`src/rtl/flappy_pkg.sv`:
```
// Shared gameplay constants and the gap scheduler FSM encoding.
// Latency: n/a (package only).
// Backpressure: n/a. Pipe mover and collision logic import the same gap limits.
package flappy_pkg;

  // Screen geometry (480-line VGA) and legal gap-centre band.
  localparam int Y_W       = 10;
  localparam int GAP_MIN   = 60;
  localparam int GAP_MAX   = 299;
  localparam int GAP_RANGE = GAP_MAX - GAP_MIN + 1;  // must be 1..256

  // Fetch / reduce sequencer states.
  typedef enum logic [2:0] {
    ST_IDLE    = 3'd0,
    ST_FETCH   = 3'd1,
    ST_CAPTURE = 3'd2,
    ST_REDUCE  = 3'd3,
    ST_PUSH    = 3'd4
  } sched_state_e;

  // Map a reduced value (0..GAP_RANGE-1) onto a screen Y coordinate.
  function automatic logic [Y_W-1:0] gap_y_of(input logic [8:0] reduced);
    return Y_W'(GAP_MIN) + Y_W'(reduced);
  endfunction

endpackage

```
`src/rtl/pipe_gap_scheduler_if.sv`:
```
// Bundle between the gap scheduler, the LFSR and the pipe spawner.
// Latency: n/a (wires only).
// Backpressure: spawner pops only while gap_valid; LFSR advances only on rnd_enable.
//   master: scheduler side (drives rnd_enable, gap_valid, gap_y, level)
//   slave : environment side (drives rnd, flush, pop)
interface pipe_gap_scheduler_if #(
  parameter int DEPTH = 4,
  parameter int Y_W   = flappy_pkg::Y_W
);
  localparam int LVL_W = $clog2(DEPTH) + 1;

  logic             rnd_enable;
  logic [7:0]       rnd;
  logic             flush;
  logic             pop;
  logic             gap_valid;
  logic [Y_W-1:0]   gap_y;
  logic [LVL_W-1:0] level;

  modport master (
    output rnd_enable, gap_valid, gap_y, level,
    input  rnd, flush, pop
  );

  modport slave (
    input  rnd_enable, gap_valid, gap_y, level,
    output rnd, flush, pop
  );
endinterface

```
`src/rtl/pipe_gap_scheduler_gap_fifo.sv`:
```
// Show-ahead FIFO of gap Y coordinates with synchronous flush and level count.
// Latency: a push is visible at head_dat/vld the cycle after its write edge.
// Backpressure: push ignored when full, pop ignored when empty; flush beats both.
//   clock/reset : rising-edge clock, async active-high reset
//   flush       : clears pointers and level
//   push/push_dat, pop : write tail / consume head
//   vld/head_dat/level/full : status and head entry (head_dat=0 when empty)
module gap_fifo #(
  parameter int DEPTH = 4,
  parameter int W     = 10
) (
  input  logic                       clock,
  input  logic                       reset,
  input  logic                       flush,
  input  logic                       push,
  input  logic [W-1:0]               push_dat,
  input  logic                       pop,
  output logic                       vld,
  output logic [W-1:0]               head_dat,
  output logic [$clog2(DEPTH):0]     level,
  output logic                       full
);
  localparam int PTR_W = $clog2(DEPTH);
  localparam int LVL_W = PTR_W + 1;

  logic [W-1:0]     mem_q [DEPTH];
  logic [W-1:0]     mem_d [DEPTH];
  logic [PTR_W-1:0] rd_ptr_q, rd_ptr_d;
  logic [PTR_W-1:0] wr_ptr_q, wr_ptr_d;
  logic [LVL_W-1:0] level_q, level_d;
  logic             push_eff;
  logic             pop_eff;
  logic             empty;

  assign empty    = (level_q == '0);
  assign full     = (level_q == LVL_W'(DEPTH));
  assign push_eff = push && !full;
  assign pop_eff  = pop && !empty;

  always_comb begin
    mem_d    = mem_q;
    rd_ptr_d = rd_ptr_q;
    wr_ptr_d = wr_ptr_q;
    level_d  = level_q;
    if (flush) begin
      rd_ptr_d = '0;
      wr_ptr_d = '0;
      level_d  = '0;
    end else begin
      if (push_eff) begin
        mem_d[wr_ptr_q] = push_dat;
        wr_ptr_d        = wr_ptr_q + PTR_W'(1);  // power-of-two depth wraps naturally
      end
      if (pop_eff) begin
        rd_ptr_d = rd_ptr_q + PTR_W'(1);
      end
      case ({push_eff, pop_eff})
        2'b10:   level_d = level_q + LVL_W'(1);
        2'b01:   level_d = level_q - LVL_W'(1);
        default: level_d = level_q;
      endcase
    end
  end

  always_ff @(posedge clock or posedge reset) begin
    if (reset) begin
      mem_q    <= '{default: '0};
      rd_ptr_q <= '0;
      wr_ptr_q <= '0;
      level_q  <= '0;
    end else begin
      mem_q    <= mem_d;
      rd_ptr_q <= rd_ptr_d;
      wr_ptr_q <= wr_ptr_d;
      level_q  <= level_d;
    end
  end

  assign vld      = !empty;
  assign head_dat = empty ? '0 : mem_q[rd_ptr_q];
  assign level    = level_q;

endmodule

```
`src/rtl/pipe_gap_scheduler.sv`:
```
// Pulls LFSR bytes on demand, reduces them into the legal gap band, and queues them.
// Latency: entry visible 4+floor(rnd/R) cycles after the FSM leaves IDLE.
// Backpressure: fetches only while the FIFO has room; pop ignored when empty.
//   clock/reset : rising-edge clock, async active-high reset
//   bus (master): rnd_enable/rnd to the LFSR, flush/pop/gap_valid/gap_y/level to the spawner
module pipe_gap_scheduler
  import flappy_pkg::*;
#(
  parameter int DEPTH = 4
) (
  input  logic                 clock,
  input  logic                 reset,
  pipe_gap_scheduler_if.master bus
);
  localparam logic [8:0] RANGE9 = 9'(GAP_RANGE);

  sched_state_e state_q, state_d;
  logic [8:0]   work_q, work_d;
  logic         push;
  logic         fifo_full;
  logic [Y_W-1:0] push_dat;

  always_comb begin
    state_d = state_q;
    work_d  = work_q;
    push    = 1'b0;
    if (bus.flush) begin
      // New game: abandon any in-flight fetch; the LFSR step already taken stays taken.
      state_d = ST_IDLE;
      work_d  = '0;
    end else begin
      case (state_q)
        ST_IDLE:    if (!fifo_full) state_d = ST_FETCH;
        ST_FETCH:   state_d = ST_CAPTURE;
        ST_CAPTURE: begin
          // rnd already reflects the advance taken at the FETCH edge.
          work_d  = {1'b0, bus.rnd};
          state_d = ST_REDUCE;
        end
        ST_REDUCE: begin
          // Iterative modulo by subtraction; 9-bit compare covers a range of 256.
          if (work_q >= RANGE9) work_d = work_q - RANGE9;
          else                  state_d = ST_PUSH;
        end
        ST_PUSH: begin
          push    = 1'b1;
          state_d = ST_IDLE;
        end
        default:    state_d = ST_IDLE;
      endcase
    end
  end

  always_ff @(posedge clock or posedge reset) begin
    if (reset) begin
      state_q <= ST_IDLE;
      work_q  <= '0;
    end else begin
      state_q <= state_d;
      work_q  <= work_d;
    end
  end

  // Decoded from the state flop; flush suppresses the advance in the same cycle.
  assign bus.rnd_enable = (state_q == ST_FETCH) && !bus.flush;

  assign push_dat = gap_y_of(work_q);

  gap_fifo #(
    .DEPTH (DEPTH),
    .W     (Y_W)
  ) u_gap_fifo (
    .clock    (clock),
    .reset    (reset),
    .flush    (bus.flush),
    .push     (push),
    .push_dat (push_dat),
    .pop      (bus.pop),
    .vld      (bus.gap_valid),
    .head_dat (bus.gap_y),
    .level    (bus.level),
    .full     (fifo_full)
  );

endmodule

```
`src/flat_wrapper.sv`:
```
// flat-port wrapper written by rule: the top's interface ports become plain ports
module pipe_gap_scheduler_flat import flappy_pkg::*;
#(
  parameter int DEPTH = 4
)
  (clock, reset, bus_rnd_enable, bus_gap_valid, bus_gap_y, bus_level, bus_rnd, bus_flush, bus_pop);
  pipe_gap_scheduler_if #(.DEPTH(DEPTH)) bus_i ();
  input  logic clock;
  input  logic reset;
  output wire logic [$bits(bus_i.rnd_enable)-1:0] bus_rnd_enable;
  output wire logic [$bits(bus_i.gap_valid)-1:0] bus_gap_valid;
  output wire logic [$bits(bus_i.gap_y)-1:0] bus_gap_y;
  output wire logic [$bits(bus_i.level)-1:0] bus_level;
  input wire logic [$bits(bus_i.rnd)-1:0] bus_rnd;
  input wire logic [$bits(bus_i.flush)-1:0] bus_flush;
  input wire logic [$bits(bus_i.pop)-1:0] bus_pop;
  assign bus_rnd_enable = bus_i.rnd_enable;
  assign bus_gap_valid = bus_i.gap_valid;
  assign bus_gap_y = bus_i.gap_y;
  assign bus_level = bus_i.level;
  assign bus_i.rnd = bus_rnd;
  assign bus_i.flush = bus_flush;
  assign bus_i.pop = bus_pop;
  pipe_gap_scheduler #(.DEPTH(DEPTH)) u_core (.clock(clock), .reset(reset), .bus(bus_i));
endmodule
```
`config.mk`:
```
export PLATFORM = sky130hd
export DESIGN_NAME = pipe_gap_scheduler_flat
export DESIGN_NICKNAME = d
export VERILOG_FILES = /design/src/rtl/flappy_pkg.sv /design/src/rtl/pipe_gap_scheduler_if.sv /design/src/rtl/pipe_gap_scheduler_gap_fifo.sv /design/src/rtl/pipe_gap_scheduler.sv /design/src/flat_wrapper.sv
export SDC_FILE = /design/constraint.sdc
export NUM_CORES = 1
export LEC_CHECK = 0
export BUFFER_PORTS_ARGS = -buffer_cell sky130_fd_sc_hd__buf_4
export CAP_MARGIN = 20
export CORE_ASPECT_RATIO = 1.1
export CORE_UTILIZATION = 33
export CTS_CLUSTER_DIAMETER = 200
export CTS_CLUSTER_SIZE = 12
export DETAILED_ROUTE_END_ITERATION = 10
export GPL_TIMING_DRIVEN = 1
export PLACE_DENSITY = 0.49
export SLEW_MARGIN = 5
export SYNTH_ARGS = -nofsm -noshare
export SYNTH_HDL_FRONTEND = slang
export SYNTH_SLANG_ARGS = --single-unit
```
`constraint.sdc`:
```
create_clock -name clock -period 2.1 [get_ports clock]
set_input_delay 0 -clock clock [delete_from_list [all_inputs] [get_ports clock]]
set_output_delay 0 -clock clock [all_outputs]
set_load 0.01 [all_outputs]
```
==> metrics.sh, run 1 <==
TRITONCTS.NUM_BUFFERS=9
SYNTH.YOSYS.SEQ_AREA_SHARE_PCT=48.1
GRT_OVERFLOW_TOTAL=0
DIE_H_UM=103
INSERTION_DELAY_PS=340
TOP_USAGE_LAYER='met2'
LAUNCHING_POINT_OF_THE_WORST_REG2REG_PATH='u_core.work_q[2]$_DFFE_PP0P_'
SYN_INST=272
MAXIMUM_NUMBER_OF_PINS_ON_ONE_NET_BEFORE_GLOBAL_ROUTE_REPAIR=60
DP_HPWL_UM=4600
DESIGN.CORE.AREA_UM2=8960
CRITICAL_SETUP_PATH_CLASS='flip-flop to flip-flop'
SYNTHTOPCELLSBYCOUNT='sky130_fd_sc_hd__dfrtp_1 (59), sky130_fd_sc_hd__o21ai_0 (27), sky130_fd_sc_hd__nand2_1 (26)'
HOLDPATHEND='u_core.work_q[4]$_DFFE_PP0P_'
YOSYS-TOP-CELLS-AREA='sky130_fd_sc_hd__dfrtp_1 (48%), sky130_fd_sc_hd__mux2_2 (7.7%), sky130_fd_sc_hd__mux4_2 (7.3%), sky130_fd_sc_hd__o21ai_0 (4.4%), sky130_fd_sc_hd__ha_1 (3.7%)'
OUTCOME='complete, no violations'
CHIPWIDTH_UM=94.0
ROUTED_WIRELENGTH_UM=6670
HOLD_START='bus_rnd[4]'
NETLIST-CELL-TYPE-COUNT=43
FOOTPRINT_OF_THE_MULTI_INPUT_GATES_UM2=1490
YOSYS_REGISTER_BITS=59
ANTENNA_VIOLATING_NETS_POST_ROUTE=0
DIE-AREA_UM2=9690
FINAL_AREA_UM2=3690
SYNTHESIS.YOSYS.WARNINGS=0
REG_TO_REG_CRITICAL_PATH_ENDPOINT='u_core.work_q[8]$_DFFE_PP0P_'
POST_CTS_RESIZE_COUNT=0
CLOCK-SINKS=59
POST_LAYOUT_NET_COUNT=335
UNREPAIRED_SETUP_ENDPOINTS_AFTER_GLOBAL_ROUTING='true'
EFFECTIVE_UTILIZATION_AT_FLOORPLAN_PCT=34.3
POWERDENSITY_nW_PER_UM2=961
TIMING.HOLD.WORST.CLASS='primary input to flip-flop'
CRITPATHMAXSTAGEDELAY_PS=480
GRTUSAGEMET3_PCT=2.43
CP_SLOWEST_CELL='sky130_fd_sc_hd__or3b_2'
DRT_ITER0_MARKERS=67
SYNTHMOSTINSTANTIATEDCELL='sky130_fd_sc_hd__dfrtp_1'
GLOBAL_ROUTE.USAGE.TOTAL_PCT=15.3
MIN_PATH_CELLS=3
CRITICAL_PATH_REQUIRED_PS=2330
DRIVE_GT1_SHARE_PCT=30.5
CLOCK.FMAX_MHz=504
SEQUENTIAL_CELL_AREA_IN_THE_FINAL_LAYOUT_UM2=1480
CLOCK_TREE.BUFFER_DEPTH=2
RD_PLACE_CONGESTION=0.775
GROUTE.LAYER.MET2.USAGE_PCT=23.8
NUM_VIAS=2123
GLOBAL_ROUTE.USAGE.MET1_PCT=20.8
GLOBAL_ROUTE_WIRE_LENGTH_BEFORE_REPAIR_UM=11000
TIMING_HOLD_VIOLATIONS_FINAL=0
DRT-WIRELENGTH-PER-CELL_UM=15.4
SLEW_VIOLATIONS=0
POSTSYNTH.ASYNCRESETSHARE_PCT=100
AREAGROWTHSYNTHTOFINISH_PCT=20.3
TIMING.CRITICAL_PATH.MAX_DELAY_FAMILY='compound AO/OA/AOI/OAI gates'
GRT_PASS1_VIAS=2098
P_LEAK_nW=1.72
NUM_IO_PINS=27
SYNTH_TOP_AREA_CELL='sky130_fd_sc_hd__dfrtp_1'
CORE.ROWCOUNT=36
DPL-INSTANCE-AREA_UM2=3460
SYNTH_AREA_PER_CELL_UM2=11.3
R2R_SLACK_PS=120
NETLIST_AREA_UM2=3070
WORST_SETUP_PATH_END_KIND='flip-flop'
SETUP.WORST_PATH.START_CLASS='flip-flop'
SYNTH_FF_TYPE='sky130_fd_sc_hd__dfrtp_1'
WORST_CLOCK_SKEW_PS=7.45
PLACE_WS_PS=152
WORST_EP_ARRIVAL_TIME_PS=2210
ANTENNA_FOUND_INITIAL=0
SYNTHESIS.NETS=294
DRV.MAX_CAP_VIOLATION_COUNT=0
NUMBER_OF_ENABLE_TYPE_REGISTER_CELLS_IN_THE_SYNTHESIZED_NETLIST=0
POST-CTS-SETUP-BUFFERS=0
REPORT.FINAL.SETUP_VIOL=0
TRITONCTS='done'
TIMING.FINAL.WS_SETUP_PS=115
NUM_ANTENNA_CELLS=0
NETLIST.AREA_LEADER.SHARE_PCT=48.1
VIASPERCELL=4.91
CRITICAL_PATH_BUF_INV_COUNT=1
VDD_IR_DROP_MAX_mV=0.339
FILLER_INSTANCES=895
WORSTREGTOREGCELLS=6
SLEW_HEADROOM_PCT=64.7
PERIOD_SHARE_PCT=94.5
DETAILED_ROUTING_ITERATIONS_PASS_1=4
FINAL.MIN_CLOCK_PERIOD_PS=1980
HTREE_NUM_LEVELS=3
WORSTPATHCELLLIST='inv_1 -> ha_1 -> or3b_2 -> o211ai_2 -> o211ai_1 -> a22o_1'
CTS.REPORTEDPATHS.CLKPINSLEW_PS=60
REMAINING_DRC_ERRORS=0
MAXIMUM_NET_FANOUT_ON_THE_CRITICAL_PATH=7
PLACEMENT.IO_BUFFERS=26
TIMING_WORST_SLEW_PIN_VALUE_PS=522
CLOCK_TREE.ROOT_CELL='sky130_fd_sc_hd__clkbuf_8'
## power breakdown
group	switching [mW]	internal, mW
clock network	0.457	0.488
logic	0.646	0.562
registers	0.131	1.27
## cells by family after synthesis
family / count (synthesis) / synth area share (%)
AND/OR/NAND/NOR: 80 / 14.5
flip-flops: 59 / 48.1
AO/OA/AOI/OAI: 53 / 10.4
multiplexers: 36 / 16.7
buffers and inverters: 25 / 3.34
adder cells (fa/ha/maj): 10 / 4.32
XOR/XNOR: 9 / 2.57
## per-layer routing
layer,up-vias,wire [um]
met4,0,134
met1,1043,3290
li1,1042,-
met5,-,0
met2,28,3090
met3,10,159
## tightest hold or removal path, stage by stage
cell and delay (ps):
sky130_fd_sc_hd__buf_4 90, sky130_fd_sc_hd__o2111ai_1 90, sky130_fd_sc_hd__a21oi_1 140
## worst max path at each step
| stage | from | endpoint | depth (start not counted) |
|---|---|---|---|
| after floorplan | u_core.state_q[1]$_DFFE_PP0P_ | u_core.u_gap_fifo.level[2]$_DFFE_PP0P_ | 6 |
| after global placement | u_core.work_q[2]$_DFFE_PP0P_ | u_core.work_q[8]$_DFFE_PP0P_ | 6 |
| after detailed placement | u_core.work_q[2]$_DFFE_PP0P_ | u_core.work_q[8]$_DFFE_PP0P_ | 6 |
| after CTS | u_core.work_q[2]$_DFFE_PP0P_ | u_core.work_q[8]$_DFFE_PP0P_ | 6 |
| after global routing | u_core.work_q[2]$_DFFE_PP0P_ | u_core.work_q[8]$_DFFE_PP0P_ | 6 |
| final | u_core.work_q[2]$_DFFE_PP0P_ | u_core.work_q[8]$_DFFE_PP0P_ | 6 |
## layout make-up
type	instances	area share [%]
Multi-Input combinational cell	188	40.4
Sequential cell	59	40.0
Timing Repair Buffer	46	10.0
Clock buffer	12	4.20
Tap cell	114	3.86
Inverter	9	0.914
Clock inverter	4	0.677
## repair_timing
item / in CTS / in global routing
setup endpoints to repair: 0 / 2
hold buffers: 5 / 0
endpoints found under the hold margin: 63 / 0
## placed cells by master, fill, tap and decap left out, types with 2 or more instances in the layout
cell type / count
sky130_fd_sc_hd__mux2_2: 21
sky130_fd_sc_hd__nand3_2: 4
sky130_fd_sc_hd__nand2_1: 26
sky130_fd_sc_hd__dfrtp_1: 59
sky130_fd_sc_hd__clkinv_2: 2
sky130_fd_sc_hd__nor2b_1: 4
sky130_fd_sc_hd__o21ai_0: 27
sky130_fd_sc_hd__inv_1: 8
sky130_fd_sc_hd__a22o_1: 2
sky130_fd_sc_hd__clkinvlp_4: 2
sky130_fd_sc_hd__mux2i_1: 4
sky130_fd_sc_hd__dlygate4sd3_1: 5
sky130_fd_sc_hd__clkbuf_8: 11
sky130_fd_sc_hd__nand2b_1: 4
sky130_fd_sc_hd__mux4_2: 10
sky130_fd_sc_hd__nor2_1: 14
sky130_fd_sc_hd__ha_1: 9
sky130_fd_sc_hd__a21oi_1: 13
sky130_fd_sc_hd__and2_1: 10
sky130_fd_sc_hd__nand3_1: 3
sky130_fd_sc_hd__xnor2_1: 6
sky130_fd_sc_hd__nor3_1: 5
sky130_fd_sc_hd__buf_4: 40
sky130_fd_sc_hd__xor2_1: 3
sky130_fd_sc_hd__and3_1: 2
sky130_fd_sc_hd__a311oi_1: 2
## registers in the layout, indices dropped and copies added (netlist names)
name	flops
u_core.state_q	3
u_core.u_gap_fifo.wr_ptr_q	2
u_core.u_gap_fifo.rd_ptr_q	2
u_core.u_gap_fifo.level	3
u_core.work_q	9
u_core.u_gap_fifo.mem_q	40
## stage by stage
stage / hold slack [ps] / util, % / TNS (ps) / std cells / power (mW)
3_5_place_dp: 100 / 38.7 / 0 / 411 / 2.64
4_1_cts: 23.1 / 41.2 / 0 / 432 / 3.61
3_3_place_gp: 98.2 / 38.7 / 0 / 411 / 2.64
2_1_floorplan: 131 / - / 0 / 272 / 2.21
6_report: 29.4 / 41.2 / 0 / 432 / 3.55
5_1_grt: 55.5 / 41.2 / -11.9 / 432 / 3.80
(Power assumes the default switching activity.)
==> run 2: changes to the inputs <==
--- a/config.mk
+++ b/config.mk
@@ -7,13 +7,14 @@
 export LEC_CHECK = 0
 export BUFFER_PORTS_ARGS = -buffer_cell sky130_fd_sc_hd__buf_4
 export CAP_MARGIN = 20
-export CORE_ASPECT_RATIO = 1.1
+export CORE_ASPECT_RATIO = 0.6
 export CORE_UTILIZATION = 33
 export CTS_CLUSTER_DIAMETER = 200
 export CTS_CLUSTER_SIZE = 12
 export DETAILED_ROUTE_END_ITERATION = 10
 export GPL_TIMING_DRIVEN = 1
 export PLACE_DENSITY = 0.49
+export RECOVER_POWER = 25
 export SLEW_MARGIN = 5
 export SYNTH_ARGS = -nofsm -noshare
 export SYNTH_HDL_FRONTEND = slang
==> run 2 against run 1 <==
Against the previous run:
- sequential cell count unchanged
- critical endpoint unchanged
- sequential power about the same
- largest cell class unchanged
- critical path type unchanged
- critical path depth unchanged
- clock skew up 0.66 ps
- via count up 2.6%
==> metrics.sh, run 2 (synthesis results as in run 1) <==
GLOBAL_ROUTE_WIRE_LENGTH_BEFORE_REPAIR_UM=11600  # +5.8%
PERIOD_SHARE_PCT=92.7  # -1.8 points
GRT_PASS1_VIAS=2037  # -2.9%
CELLINTERNALPOWER_mW=2.68  # +16%
DETAILED_ROUTING_ITERATIONS_PASS_1=4  # unchanged
DESIGN.CORE.AREA_UM2=8750  # -2.4%
WORSTREGTOREGCELLS=6  # unchanged
P_LEAK_nW=1.76  # +2.6%
DRV.MAX_CAP_VIOLATION_COUNT=0  # unchanged
NUM_VIAS=2178  # +2.6%
NUM_ANTENNA_CELLS=0  # unchanged
CRITPATHMAXSTAGEDELAY_PS=500  # +20 ps
DIE-AREA_UM2=9710  # +0.13%
CLOCK-SINKS=59  # unchanged
CTS.REPORTEDPATHS.CLKPINSLEW_PS=50  # about the same
NUM_IO_PINS=27  # unchanged
DP_HPWL_UM=4980  # +8.0%
GLOBAL_ROUTE.USAGE.TOTAL_PCT=16.3  # +1.0 points
ANTENNA_VIOLATING_NETS_POST_ROUTE=0  # unchanged
DIE_H_UM=76.7  # -26%
RD_PLACE_CONGESTION=0.772  # -0.40%
CLOCK_TREE.ROOT_CELL='sky130_fd_sc_hd__clkbuf_16'
DRIVE_GT1_SHARE_PCT=29.8  # -0.72 points
SETUP.WORST_PATH.START_CLASS='flip-flop'
MAXIMUM_NET_FANOUT_ON_THE_CRITICAL_PATH=7  # unchanged
LARGEST_REGISTER_FF_COUNT=40  # unchanged
CRITICAL_SETUP_PATH_CLASS='flip-flop to flip-flop'
SHARE_OF_POWER_BURNED_IN_THE_CLOCK_NETWORK_PCT=33.6  # +7.0 points
LARGEST-REGISTER='u_core.u_gap_fifo.mem_q'
AREAGROWTHSYNTHTOFINISH_PCT=23.3
DRT_ITER0_MARKERS=176  # +160%
WORST_EP_ARRIVAL_TIME_PS=2160  # -50 ps
LEADING_CELL_TYPE_IN_THE_LAYOUT_FILL_AND_TAPS_EXCLUDED='sky130_fd_sc_hd__dfrtp_1'
DRT-WIRELENGTH-PER-CELL_UM=16.4  # +6.3%
HTREE_NUM_LEVELS=3  # unchanged
PLACEMENT.IO_BUFFERS=26  # unchanged
CLOCK_TREE.BUFFER_DEPTH=2  # unchanged
ROUTED_WIRELENGTH_UM=7070  # +6.0%
TIMING.FINAL.WS_SETUP_PS=154  # +38.8 ps
VIASPERCELL=5.05  # +2.8%
TIMING.HOLD.WORST.CLASS='primary input to flip-flop'
POST_LAYOUT_NET_COUNT=338  # +0.90%
CORE.ROWCOUNT=26  # -28%
LAYOUT.CELLS.MOST_COMMON_LIST='sky130_fd_sc_hd__dfrtp_1 (59), sky130_fd_sc_hd__buf_4 (39), sky130_fd_sc_hd__o21ai_0 (27)'
WORST_SETUP_PATH_END_KIND='flip-flop'
P_SEQ_SHARE_PCT=35.2  # -4.1 points
SLEW_VIOLATIONS=0  # unchanged
REPORT.FINAL.SETUP_VIOL=0  # unchanged
MAXIMUM_NUMBER_OF_PINS_ON_ONE_NET_BEFORE_GLOBAL_ROUTE_REPAIR=60  # unchanged
UNREPAIRED_SETUP_ENDPOINTS_AFTER_GLOBAL_ROUTING='false'
TRITONCTS='done'
PLACE_WS_PS=121  # -30.4 ps
SWITCHING_POWER_mW=1.31  # +6.3%
TOTALNEGATIVESETUPSLACK_PS=0  # unchanged
GRT_OVERFLOW_TOTAL=0  # unchanged
CHIPWIDTH_UM=127  # +35%
WORST_CLOCK_SKEW_PS=8.11  # +0.660 ps
MIN_PATH_CELLS=3  # unchanged
SLEW_HEADROOM_PCT=0.815  # -64 points
R2R_SLACK_PS=150  # +40 ps
WORSTPATHCELLLIST='inv_2 -> ha_1 -> or3b_2 -> o211ai_4 -> o211ai_1 -> a22o_1'
CP_SLOWEST_CELL='sky130_fd_sc_hd__or3b_2'
FINAL.MIN_CLOCK_PERIOD_PS=1950  # -38.8 ps
COMB_POWER_SHARE_PCT=31.2  # -2.8 points
TRITONCTS.NUM_BUFFERS=9  # unchanged
INSERTION_DELAY_PS=330  # about the same
TIMING_HOLD_VIOLATIONS_FINAL=0  # unchanged
SW_FRAC_OF_TOTAL_PCT=32.9  # -1.9 points
REMAINING_DRC_ERRORS=0  # unchanged
EFFECTIVE_UTILIZATION_AT_FLOORPLAN_PCT=35.1  # +0.83 points
ANTENNA_FOUND_INITIAL=0  # unchanged
TIMING_WORST_SLEW_PIN_VALUE_PS=1490  # +965 ps
LARGESTREGISTERS='u_core.u_gap_fifo.mem_q: 40 flops, u_core.work_q: 9 flops'
POWERDENSITY_nW_PER_UM2=1050  # +9.7%
CLOCK.FMAX_MHz=514  # +2.0%
VDD_IR_DROP_MAX_mV=0.417  # +23%
CRITICAL_PATH_REQUIRED_PS=2310  # -20 ps
FILLER_INSTANCES=830  # -7.3%
OUTCOME='complete, no violations'
==> run 2: cell types whose count changed in the layout (fill, tap and decap cells not counted), sizes merged <==
cell / previous run / this run
buf: 41 / 39
clkbuf: 12 / 17
clkinv: 2 / 1
clkinvlp: 2 / 1
==> run 2: power by group through the flow <==
stage	logic (mW)	registers [mW]	clock network [mW]
2_1_floorplan	0.823	1.38	0
3_3_place_gp	1.26	1.42	0
3_5_place_dp	1.26	1.42	0
4_1_cts	1.27	1.40	1.37
5_1_grt	1.40	1.43	1.43
6_report	1.25	1.41	1.34
==> run 2: worst max-delay path, delay by kind of cell (launching register included) <==
| family | cells | cell delay [ps] |
|---|---|---|
| adders and majority gates | 1 | 130 |
| and+or+nand+nor | 1 | 500 |
| DFF | 1 | 450 |
| buffers and inverters | 1 | 110 |
| AOI/OAI and AO/OA | 3 | 630 |
==> run 2: timing repair <==
item,CTS,global route
hold buffers,5,0
resized for setup,0,2
setup endpoints to repair,0,2
hold endpoints to repair,63,0
buffers inserted,0,1
==> run 2: routing by layer <==
layer / global-route usage [%] / up-vias / share of wire (%)
met2: 19.4 / 43 / 39
met3: 5.23 / 10 / 4.1
met4: 6.75 / 0 / 1.6
met1: 25.9 / 1073 / 55
li1: - / 1052 / -
met5: 0 / - / 0
==> run 2: metrics by stage <==
stage                     instance area, um^2  std cells  power, mW  hold WS [ps]  util, %
after floorplan                          3070        272       2.21           131        -
after global placement                   3460        411       2.68           254     39.6
after detailed placement                 3460        411       2.68           254     39.6
after CTS                                3780        430       4.05          32.4     43.2
after global routing                     3790        431       4.26          76.9     43.3
final                                    3790        431       3.99          53.6     43.3
==> run 2: final timing paths <==
kind / startpoint / endpoint
hold / removal: bus_rnd[5] / u_core.work_q[5]$_DFFE_PP0P_
min in group asynchronous: reset / u_core.u_gap_fifo.mem_q[4]$_DFFE_PP0P_
setup / recovery: u_core.work_q[2]$_DFFE_PP0P_ / u_core.work_q[8]$_DFFE_PP0P_
hold reg to reg: u_core.u_gap_fifo.mem_q[34]$_DFFE_PP0P_ / u_core.u_gap_fifo.mem_q[34]$_DFFE_PP0P_
max in group asynchronous: reset / u_core.u_gap_fifo.level[2]$_DFFE_PP0P_
setup reg to reg: u_core.work_q[2]$_DFFE_PP0P_ / u_core.work_q[8]$_DFFE_PP0P_
==> run 2: final cells by class <==
cell class,count,area (um^2),share of cell area (%)
Clock buffer,12,256,6.77
Clock inverter,2,12.5,0.330
Inverter,9,33.8,0.892
Multi-Input combinational cell,188,1500,39.6
Sequential cell,59,1480,39.0
Tap cell,112,140,3.70
Timing Repair Buffer,49,367,9.68
